`config.mk`:
```
export PLATFORM = sky130hd
export DESIGN_NAME = rf_wb_sched_flat
export DESIGN_NICKNAME = d
export VERILOG_FILES = /design/src/rtl/rf_wb_sched_if.sv /design/src/rtl/rf_wb_sched.sv /design/src/flat_wrapper.sv
export SDC_FILE = /design/constraint.sdc
export NUM_CORES = 1
export LEC_CHECK = 0
export CAP_MARGIN = 40
export CORE_MARGIN = 1
export CORE_UTILIZATION = 43
export CTS_CLUSTER_DIAMETER = 80
export CTS_CLUSTER_SIZE = 16
export DETAILED_ROUTE_END_ITERATION = 12
export PLACE_DENSITY_LB_ADDON = 0.08
export SYNTH_ARGS = -nofsm -noshare
export SYNTH_HDL_FRONTEND = slang
export SYNTH_SLANG_ARGS = --single-unit
```
`constraint.sdc`:
```
create_clock -name clk -period 2.4 [get_ports clk]
set_clock_uncertainty 0.2 [all_clocks]
set_input_delay 0.36 -clock clk [delete_from_list [all_inputs] [get_ports clk]]
set_output_delay 0.36 -clock clk [all_outputs]
set_load 0.02 [all_outputs]
```
`src/rtl/rf_wb_sched_if.sv`:
```
// Bundle of issue, writeback-source, hazard-query and register-file-write signals
// for the register file writeback scheduler.
interface rf_wb_sched_if #(
    parameter int DW = 32,
    parameter int AW = 5
);
    logic                 iss_valid;
    logic [AW-1:0]        iss_rd;
    logic                 iss_stall;

    logic                 alu_valid;
    logic [AW-1:0]        alu_rd;
    logic [DW-1:0]        alu_d;
    logic                 alu_ready;

    logic                 mem_valid;
    logic [AW-1:0]        mem_rd;
    logic [DW-1:0]        mem_d;
    logic                 mem_ready;

    logic [AW-1:0]        rna;
    logic [AW-1:0]        rnb;
    logic                 busy_a;
    logic                 busy_b;

    logic [AW-1:0]        wn;
    logic [DW-1:0]        d;
    logic                 we;
    logic [(1<<AW)-1:0]   pend;

    modport master (
        output iss_valid, iss_rd, alu_valid, alu_rd, alu_d,
               mem_valid, mem_rd, mem_d, rna, rnb,
        input  iss_stall, alu_ready, mem_ready, busy_a, busy_b,
               wn, d, we, pend
    );

    modport slave (
        input  iss_valid, iss_rd, alu_valid, alu_rd, alu_d,
               mem_valid, mem_rd, mem_d, rna, rnb,
        output iss_stall, alu_ready, mem_ready, busy_a, busy_b,
               wn, d, we, pend
    );
endinterface

```
`src/rtl/rf_wb_sched.sv`:
```
// Round-robin writeback arbiter (ALU vs MEM) onto the single register file write
// port, plus a per-register pending scoreboard for RAW/WAW hazard detection.
module rf_wb_sched #(
    parameter int DW = 32,
    parameter int AW = 5
) (
    input  logic           clk,
    input  logic           clr,
    rf_wb_sched_if.slave   bus
);
    localparam int NR = 1 << AW;

    logic          r_pri;
    logic          r_we;
    logic [AW-1:0] r_wn;
    logic [DW-1:0] r_d;
    logic [NR-1:0] r_pend;

    logic w_alu_grant;
    logic w_mem_grant;
    logic w_iss_stall;
    logic w_set;

    // r_pri=0 favours ALU on contention, r_pri=1 favours MEM.
    assign w_alu_grant = bus.alu_valid & (~bus.mem_valid | ~r_pri);
    assign w_mem_grant = bus.mem_valid & (~bus.alu_valid |  r_pri);

    // Stall decision uses the registered scoreboard only, ignoring a same-cycle clear.
    assign w_iss_stall = bus.iss_valid & r_pend[bus.iss_rd] & (bus.iss_rd != '0);
    assign w_set       = bus.iss_valid & ~w_iss_stall & (bus.iss_rd != '0);

    assign bus.alu_ready = w_alu_grant;
    assign bus.mem_ready = w_mem_grant;
    assign bus.iss_stall = w_iss_stall;
    assign bus.busy_a    = r_pend[bus.rna];
    assign bus.busy_b    = r_pend[bus.rnb];
    assign bus.wn        = r_wn;
    assign bus.d         = r_d;
    assign bus.we        = r_we;
    assign bus.pend      = r_pend;

    always_ff @(posedge clk) begin
        if (clr) begin
            r_we  <= 1'b0;
            r_wn  <= '0;
            r_d   <= '0;
            r_pri <= 1'b0;
        end else if (w_alu_grant) begin
            r_wn  <= bus.alu_rd;
            r_d   <= bus.alu_d;
            r_we  <= (bus.alu_rd != '0);
            r_pri <= 1'b1;
        end else if (w_mem_grant) begin
            r_wn  <= bus.mem_rd;
            r_d   <= bus.mem_d;
            r_we  <= (bus.mem_rd != '0);
            r_pri <= 1'b0;
        end else begin
            r_we  <= 1'b0;
        end
    end

    // Bit 0 can never be set nor cleared (iss_rd=0 and we for r0 are both suppressed).
    generate
        for (genvar gi = 0; gi < NR; gi++) begin : g_pend
            always_ff @(posedge clk) begin
                if (clr) begin
                    r_pend[gi] <= 1'b0;
                end else if (w_set && (bus.iss_rd == AW'(gi))) begin
                    r_pend[gi] <= 1'b1;
                end else if (r_we && (r_wn == AW'(gi))) begin
                    r_pend[gi] <= 1'b0;
                end
            end
        end
    endgenerate
endmodule

```
`src/flat_wrapper.sv`:
```
// flat-port wrapper written by rule: the top's interface ports become plain ports
module rf_wb_sched_flat 
#(
    parameter int DW = 32,
    parameter int AW = 5
)
  (clk, clr, bus_iss_valid, bus_iss_rd, bus_alu_valid, bus_alu_rd, bus_alu_d, bus_mem_valid, bus_mem_rd, bus_mem_d, bus_rna, bus_rnb, bus_iss_stall, bus_alu_ready, bus_mem_ready, bus_busy_a, bus_busy_b, bus_wn, bus_d, bus_we, bus_pend);
  rf_wb_sched_if #(.DW(DW), .AW(AW)) bus_i ();
  input  logic clk;
  input  logic clr;
  input wire logic [$bits(bus_i.iss_valid)-1:0] bus_iss_valid;
  input wire logic [$bits(bus_i.iss_rd)-1:0] bus_iss_rd;
  input wire logic [$bits(bus_i.alu_valid)-1:0] bus_alu_valid;
  input wire logic [$bits(bus_i.alu_rd)-1:0] bus_alu_rd;
  input wire logic [$bits(bus_i.alu_d)-1:0] bus_alu_d;
  input wire logic [$bits(bus_i.mem_valid)-1:0] bus_mem_valid;
  input wire logic [$bits(bus_i.mem_rd)-1:0] bus_mem_rd;
  input wire logic [$bits(bus_i.mem_d)-1:0] bus_mem_d;
  input wire logic [$bits(bus_i.rna)-1:0] bus_rna;
  input wire logic [$bits(bus_i.rnb)-1:0] bus_rnb;
  output wire logic [$bits(bus_i.iss_stall)-1:0] bus_iss_stall;
  output wire logic [$bits(bus_i.alu_ready)-1:0] bus_alu_ready;
  output wire logic [$bits(bus_i.mem_ready)-1:0] bus_mem_ready;
  output wire logic [$bits(bus_i.busy_a)-1:0] bus_busy_a;
  output wire logic [$bits(bus_i.busy_b)-1:0] bus_busy_b;
  output wire logic [$bits(bus_i.wn)-1:0] bus_wn;
  output wire logic [$bits(bus_i.d)-1:0] bus_d;
  output wire logic [$bits(bus_i.we)-1:0] bus_we;
  output wire logic [$bits(bus_i.pend)-1:0] bus_pend;
  assign bus_i.iss_valid = bus_iss_valid;
  assign bus_i.iss_rd = bus_iss_rd;
  assign bus_i.alu_valid = bus_alu_valid;
  assign bus_i.alu_rd = bus_alu_rd;
  assign bus_i.alu_d = bus_alu_d;
  assign bus_i.mem_valid = bus_mem_valid;
  assign bus_i.mem_rd = bus_mem_rd;
  assign bus_i.mem_d = bus_mem_d;
  assign bus_i.rna = bus_rna;
  assign bus_i.rnb = bus_rnb;
  assign bus_iss_stall = bus_i.iss_stall;
  assign bus_alu_ready = bus_i.alu_ready;
  assign bus_mem_ready = bus_i.mem_ready;
  assign bus_busy_a = bus_i.busy_a;
  assign bus_busy_b = bus_i.busy_b;
  assign bus_wn = bus_i.wn;
  assign bus_d = bus_i.d;
  assign bus_we = bus_i.we;
  assign bus_pend = bus_i.pend;
  rf_wb_sched #(.DW(DW), .AW(AW)) u_core (.clk(clk), .clr(clr), .bus(bus_i));
endmodule
```
==> results <==
- The period utilization is 109.3%.
- The minimum setup slack in the final design is -223.9 ps.
- Registers take between 1000 and 1500 um2.
- The summed negative setup slack over all endpoints is -553.9 ps.
- The chip width is 97.36 um.
- STA classifies the critical path startpoint as a flop.
- In this run the vertical extent of the chip is 97.36 um.
- At the end of routability-driven placement, the weighted congestion stood at 0.9537.
- The die area is 9478 um2.
- The number of I/O pins is 169.
- Entering global routing, the biggest net connects 38 pins.
- The path with the worst hold slack has its endpoint at u_core.bus.d[11].
- The post-synth design cell area is 3910 um2.
- The async set-reset flop share out of synthesis is 0%.
- The initial core utilization is 44.62%.
- The tree is rooted in a clkbuf_8.
- Setup repair after global routing could not meet its margin everywhere.
- After synthesis, the netlist uses 37 different library cells.
- In this run the static leakage power is 2.452 nW.
- The clock insertion delay at the later pin of the skew report is 350 ps.
- Counting both buffers and inverters, the worst setup path holds a total of 1.
- Counting the fill cells in the layout gives between 600 and 700.
- The run finished, with violations left.
- TritonCTS built the clock tree.
- The initial antenna violation count is 0.
- Yosys attributes the largest share of cell area to dfxtp_1, mux4_2, nor2_1.
- At the pin with the least slew margin, the transition time is 629.8 ps.
- The antenna cell count is 0.
- Walking the worst path, the cells encountered are mux4_2 -> mux4_2 -> mux2_4 -> buf_6.
- Wires add up to 14.36 mm.
- The startpoint identified for the worst register-to-register timing path is u_core.bus.pend[25].
- The number of global-route vias before repair is between 4000 and 5000.
- The number of flops mapped to enable cells by yosys is 0.
- The sequential area share after synthesis is 36.35%.
- The data arrival time of the critical path is 2060 ps.
- The timing-limited maximum frequency is 381.1 MHz.
- The worst stage delay on the critical path is 480 ps.
- The remaining global-route overflow is 0.
- The count of TritonRoute iterations in the first routing pass is 5.
- The worst hold path was traced through 2 stages.
- After the first detailed-routing iteration, the DRC count stood at 254.
- In the final layout, the multi-input gates occupy 2331 um2.
- The critical path is of the flop to output pin type.
- The most used flip-flop cell after synthesis is dfxtp_1.
- The worst hold path belongs to the class flop to flop.
- The final-layout worst hold slack is between 300 and 400 ps.
- The checks that failed: negative setup slack.
- In this run, placement finished with an instance count of 744.
- The number of buffers inserted for hold repair after clock tree synthesis is 0.
- The max-slew violation count came to 0.
- The via-per-instance ratio is between 5 and 6.
- The number of warnings printed during yosys synthesis is 0.
- In this design, the largest share of critical-path delay is due to multiplexers.
- The wire length of the first global-routing pass is 22.91 mm.
- During placement, the flow inserted port buffers numbering between 150 and 200.
- The endpoint identified for the worst register-to-register timing path is u_core.bus.pend[25].
- The count of endpoints failing hold in the final timing report is 0.
- The number of clock buffers inserted by TritonCTS is 9.
- The worst hold path begins at u_core.bus.d[11].
- After legalization and detailed placement, the total HPWL measured 11.09 mm.
- IR analysis of the VDD net gives a maximum drop of roughly 0.31 mV.
- The number of clock sinks is 71.
- The aggregate global-route resource usage is between 30% and 40%.
- In the synthesized netlist, the number of instances is 434.
- By count the netlist is led by nor2_1, dfxtp_1, clkbuf_1.
- The remaining number of nets flagged by the antenna check after routing is 0.
- The area of the placeable core is 8763 um2.
- The synthesized design contains 71 register bits.
- For flop-to-flop paths, the worst setup slack is approximately 420 ps.
- The required time at the worst-slack endpoint is around 1800 ps.
- Along the worst path, the maximum fanout reaches 3.
- The library cell occupying the most area in the post-synthesis netlist is dfxtp_1.
- Counting cells, the worst reg-to-reg path comes to 6.
- Among all stages on the critical path, the largest delay is contributed by mux4_2.
- The routed layout has 4411 vias.
- Max-cap violations in this run came to 0.
- The final-stage net count is between 700 and 800.
- Of the cells placed in the final design, the portion with a size suffix greater than 1 is 23.09%.
- The remaining design rule violation count is 0.
- The longest clock path from root to sink contains 2 buffers.
- The number of standard cells in the final layout excluding fillers is 762.
- The number of standard-cell rows in the floorplan is 34.
- The number of endpoints failing setup at the final stage is 3.
- STA classifies the critical path endpoint as an output pin.
- The library cell appearing most often on the critical path is mux4_2.
- The cell with the most instances after synthesis is nor2_1.
- The worst max-slew margin expressed relative to the limit is between 50 and 60%.
- The clock tree synthesis step divided the H-tree into 3 levels.
- The clock transition at the register clock pins on the worst setup and hold paths after CTS is 80 ps.
- The shortest period the worst path allows is 2624 ps.
- The net count after synthesis is 528.
- The area share of the largest cell type after synthesis is 36.35%.
- The area growth from synthesis to layout is 64.58%.
- The power density over the cells is 485.1 nW/um2.
- A synthesized cell averages roughly 9 um2.
- The wire length per cell is 18.84 um.
==> metrics by stage <==
| stage | setup WS, ps | total power, mW | util, % | area, um2 |
|---|---|---|---|---|
| floorplan | 34.85 | 1.647 | - | 3910 |
| global placement | -952.5 | 2.052 | 70.16 | 6148 |
| detailed placement | -972.2 | 2.065 | 70.16 | 6148 |
| CTS | -238.7 | 3.135 | 73.34 | 6427 |
| global route | -279.2 | 3.255 | 73.43 | 6435 |
| finish | -223.9 | 3.122 | 73.43 | 6435 |
==> layout by cell type, fill, tap and decap left out, types with 3 or more instances in the layout <==
cell and instances:
nor2_1 80, nand2b_1 6, o21ai_0 28, nor2b_1 5, o221ai_1 26, buf_4 66, nor3b_1 10, nand4_1 5
o31ai_1 6, o211ai_1 13, and3_1 3, nor3_1 4, mux2_2 10, o311ai_0 5, dlygate4sd2_1 4, a21oi_1 5
mux2i_1 7, nand3_1 24, nor4_1 10, buf_12 3, clkbuf_8 9, buf_6 6, clkdlybuf4s50_1 157, inv_1 6
mux4_2 26, dfxtp_2 14, dfxtp_1 57, nand2_1 28
==> final cells by class <==
type                    count  area share [%]
clock buffers              10           1.983
clock inverters             6           1.322
inverters                   6          0.3500
multi-input cells         320           36.22
flip-flops and latches     71           22.36
well taps                 108           2.100
repair buffers            241           35.66
==> power by group <==
part           switching (mW)  total (mW)  leakage (nW)  internal (mW)
Combinational           0.347       0.757          1.76          0.410
Sequential             0.0546        1.29         0.591           1.24
Clock                   0.488        1.07         0.102          0.582
==> flip-flops by register name, indices dropped and copies added (netlist names) <==
name,count
u_core.bus.d,32
u_core.bus.pend,32
u_core.bus.we,1
u_core.bus.wn,5
u_core.r_pri,1
==> worst register-to-register path, stage by stage, from the launching register on <==
cell,delay (ps)
dfxtp_1,330
buf_4,150
mux4_2,480
o2bb2ai_2,160
o211ai_1,120
buf_4,180
o21ai_0,260
==> metal layers <==
| layer | GRT usage, % | vias up | wire, um |
|---|---|---|---|
| li1 | - | 2074 | - |
| met1 | 38.27 | 2094 | 5986 |
| met2 | 50.49 | 211 | 6776 |
| met3 | 8.705 | 32 | 1241 |
| met4 | 10.29 | 0 | 352 |
| met5 | 0 | - | 0 |
==> repair_timing <==
item	CTS	global route
gates cloned	1	0
setup buffers	1	0
setup endpoints to repair	3	4
gates resized for setup	48	5
==> cells by family after synthesis <==
family                 Yosys count  share of synthesized area (%)
DFF                             71                          36.35
buffers and inverters           43                          4.384
AOI/OAI and AO/OA               89                          16.32
and+or+nand+nor                186                          22.72
muxes                           45                          20.22
==> worst max path at each step <==
| stage | start | end | depth (start not counted) |
|---|---|---|---|
| after global placement | bus_rna[0] | bus_busy_a | 6 |
| after detailed placement | bus_rna[0] | bus_busy_a | 6 |
| final | u_core.bus.pend[3] | bus_busy_a | 4 |
| after CTS | u_core.bus.pend[3] | bus_busy_a | 4 |
| after global routing | u_core.bus.pend[3] | bus_busy_a | 4 |
| after floorplan | bus_rna[0] | bus_busy_a | 4 |
No activity file was read; power rests on OpenSTA's default activity.
==> patch (config.mk and constraints unchanged) <==
`DW` is set to 32 in 3 places; all go to 40.
--- a/src/rtl/rf_wb_sched_if.sv
+++ b/src/rtl/rf_wb_sched_if.sv
@@ -1,7 +1,7 @@
 // Bundle of issue, writeback-source, hazard-query and register-file-write signals
 // for the register file writeback scheduler.
 interface rf_wb_sched_if #(
-    parameter int DW = 32,
+    parameter int DW = 40,
     parameter int AW = 5
 );
     logic                 iss_valid;
--- a/src/rtl/rf_wb_sched.sv
+++ b/src/rtl/rf_wb_sched.sv
@@ -1,7 +1,7 @@
 // Round-robin writeback arbiter (ALU vs MEM) onto the single register file write
 // port, plus a per-register pending scoreboard for RAW/WAW hazard detection.
 module rf_wb_sched #(
-    parameter int DW = 32,
+    parameter int DW = 40,
     parameter int AW = 5
 ) (
     input  logic           clk,
--- a/src/flat_wrapper.sv
+++ b/src/flat_wrapper.sv
@@ -1,7 +1,7 @@
 // flat-port wrapper written by rule: the top's interface ports become plain ports
 module rf_wb_sched_flat 
 #(
-    parameter int DW = 32,
+    parameter int DW = 40,
     parameter int AW = 5
 )
   (clk, clr, bus_iss_valid, bus_iss_rd, bus_alu_valid, bus_alu_rd, bus_alu_d, bus_mem_valid, bus_mem_rd, bus_mem_d, bus_rna, bus_rnb, bus_iss_stall, bus_alu_ready, bus_mem_ready, bus_busy_a, bus_busy_b, bus_wn, bus_d, bus_we, bus_pend);
Ports: changed (resized bus_alu_d, bus_d and bus_mem_d); port bits go from 169 to 193. No check against the original RTL was run, so the function may have changed too.
==> patch against the original RTL <==
- the flow still finishes with violations (negative setup slack)
- power is 4.4% higher
- routed wire length is 11% higher
- utilization rose by 0.073 points
- combinational power grew 14%
- final area up 12%
- sequential cell count up 8
- setup slack got worse by 0.018 ns
- non-clock buffer count up 40
- synthesized area rose by 11%
- largest power group unchanged
- highest routed layer unchanged
==> patch: results (changes against the original RTL) <==
* **unique cell type count in the Yosys netlist** 47, +27%
* **number of global-route vias before repair** 4855, +6.9%
* **transition time of the tightest slew-check pin** 0.986 ns, +0.356 ns
* **NumNets Final** 829, +12%
* **most common library cells after synthesis** nor2_1, dfxtp_1, clkbuf_1, o221ai_1
* **Vias** 4984, +13%
* **routability congestion estimate from global placement** 0.979, +2.6%
* **ANT cells** 0, unchanged
* **number of CTS-inserted buffers** 9, unchanged
* **violated checks** negative setup slack
* **deepest level of the CTS H-tree** 3, unchanged
* **HPWL Detailed** 12.2 mm, +10%
* **maximum buffer depth of the clock tree** 2, unchanged
* **Hold Path Class** flip-flop to flip-flop
* **clock transition time at the flip-flop clock pins of the worst setup and hold paths** 0.08 ns, about the same
* **arrival time at the worst endpoint** 2.08 ns, +0.02 ns
* **static power due to leakage** 2.76 nW, +12%
* **biggest fanout along the worst timing path** 5, +2
* **antenna violations before repair** 0, unchanged
* **share of flip-flops with an asynchronous set or reset after synthesis** 0%, unchanged
* **run status** finished with violations
* **net count after synthesis** 577, +9.3%
* **Routed Wire Length** 16.0 mm, +11%
* **number of iterations in the first detailed-routing pass** 5, unchanged
* **number of flip-flops under the largest register name** 40
* **largest net degree at the start of global routing** 49, +29%
* **top cells by area, synth** dfxtp_1, mux4_2, nor2_1, o221ai_1, mux2_2
* **sequential cell area fraction in the yosys report** 36.5%, +0.15 points
* **Worst Setup Slack post-DPL** -0.983 ns, -0.0104 ns
* **clk root buf** clkbuf_8
* **Yosys warnings** 0, unchanged
* **1st-iter DRT viols** 321, +26%
* **first-pass GRT wire length** 24.6 mm, +7.2%
* **fill cell instance count of the final layout** 766, +13%
* **Post-synth top flop** dfxtp_1
* **maximum vdd ir drop** 438 uV, +42%
* **final worst setup slack** -0.242 ns, -0.0178 ns
* **clock latency of the later-clocked register in the worst-skew pair** 0.35 ns, about the same
* **overall track demand over capacity in global routing** 30.8%, +0.29 points
* **share of final-layout standard cells stronger than drive strength 1** 23.9%, +0.84 points
* **Finish-stage setup viols** 3, unchanged
* **Buffers on Ports** 192, +14%
-- patch: report_power, final --
group	leakage [nW]	switching [mW]	internal, mW
Combinational	2.01	0.395	0.471
Sequential	0.656	0.0705	1.38
Clock	0.0942	0.486	0.452
-- patch: final cells by class --
class                   instances  share of cell area (%)
repair buffers                281                    36.7
multi-input cells             341                    35.8
flip-flops and latches         79                    22.3
well taps                     133                    2.32
clock buffers                  12                    2.30
inverters                       7                   0.366
clock inverters                 3                   0.244
-- patch: cell families after synthesis --
group           count (synthesis)  synth area share [%]
simple gates                  197                  21.6
compound gates                 96                  17.7
flops                          79                  36.5
mux                            48                  19.8
buf+inv                        47                  4.48
-- patch: path summary, 6_finish.rpt --
| path | end | depth (start not counted) | from | slack [ns] |
|---|---|---|---|---|
| hold / removal | u_core.bus.d[11] | 2 | u_core.bus.d[11] | 0.34 |
| hold reg to reg | u_core.bus.d[11] | 2 | u_core.bus.d[11] | 0.34 |
| setup / recovery | bus_busy_a | 4 | u_core.bus.pend[7] | -0.24 |
| setup reg to reg | u_core.bus.pend[29] | 5 | u_core.bus.pend[31] | 0.23 |
-- patch: timing repair --
item,4_1_cts,5_1_grt
gates resized for setup,54,7
gates cloned,1,0
pin swaps,3,1
setup buffers,5,1
setup endpoints to repair,13,6
-- patch: per-stage QoR --
stage	cells	hold WS [ns]	TNS, ns	util [%]	area (sq um)
after floorplan	467	0.269	0	-	4340
after global placement	834	0.324	-10.38	70.5	6890
after detailed placement	834	0.334	-11.54	70.5	6890
after CTS	855	0.344	-0.667	73.3	7170
after global routing	856	0.370	-0.772	73.5	7180
final	856	0.342	-0.649	73.5	7180
-- patch: worst max-delay path, stage by stage (launching register included) --
cell	delay (ns)
dfxtp_4	0.37
mux4_2	0.47
mux4_2	0.48
mux2_4	0.28
buf_6	0.13
-- patch: layer usage --
metal	part of all wire, %	GRT usage [%]
met5	0	0
met4	3.2	13.0
met3	8.3	8.14
met2	49	51.4
met1	39	37.6
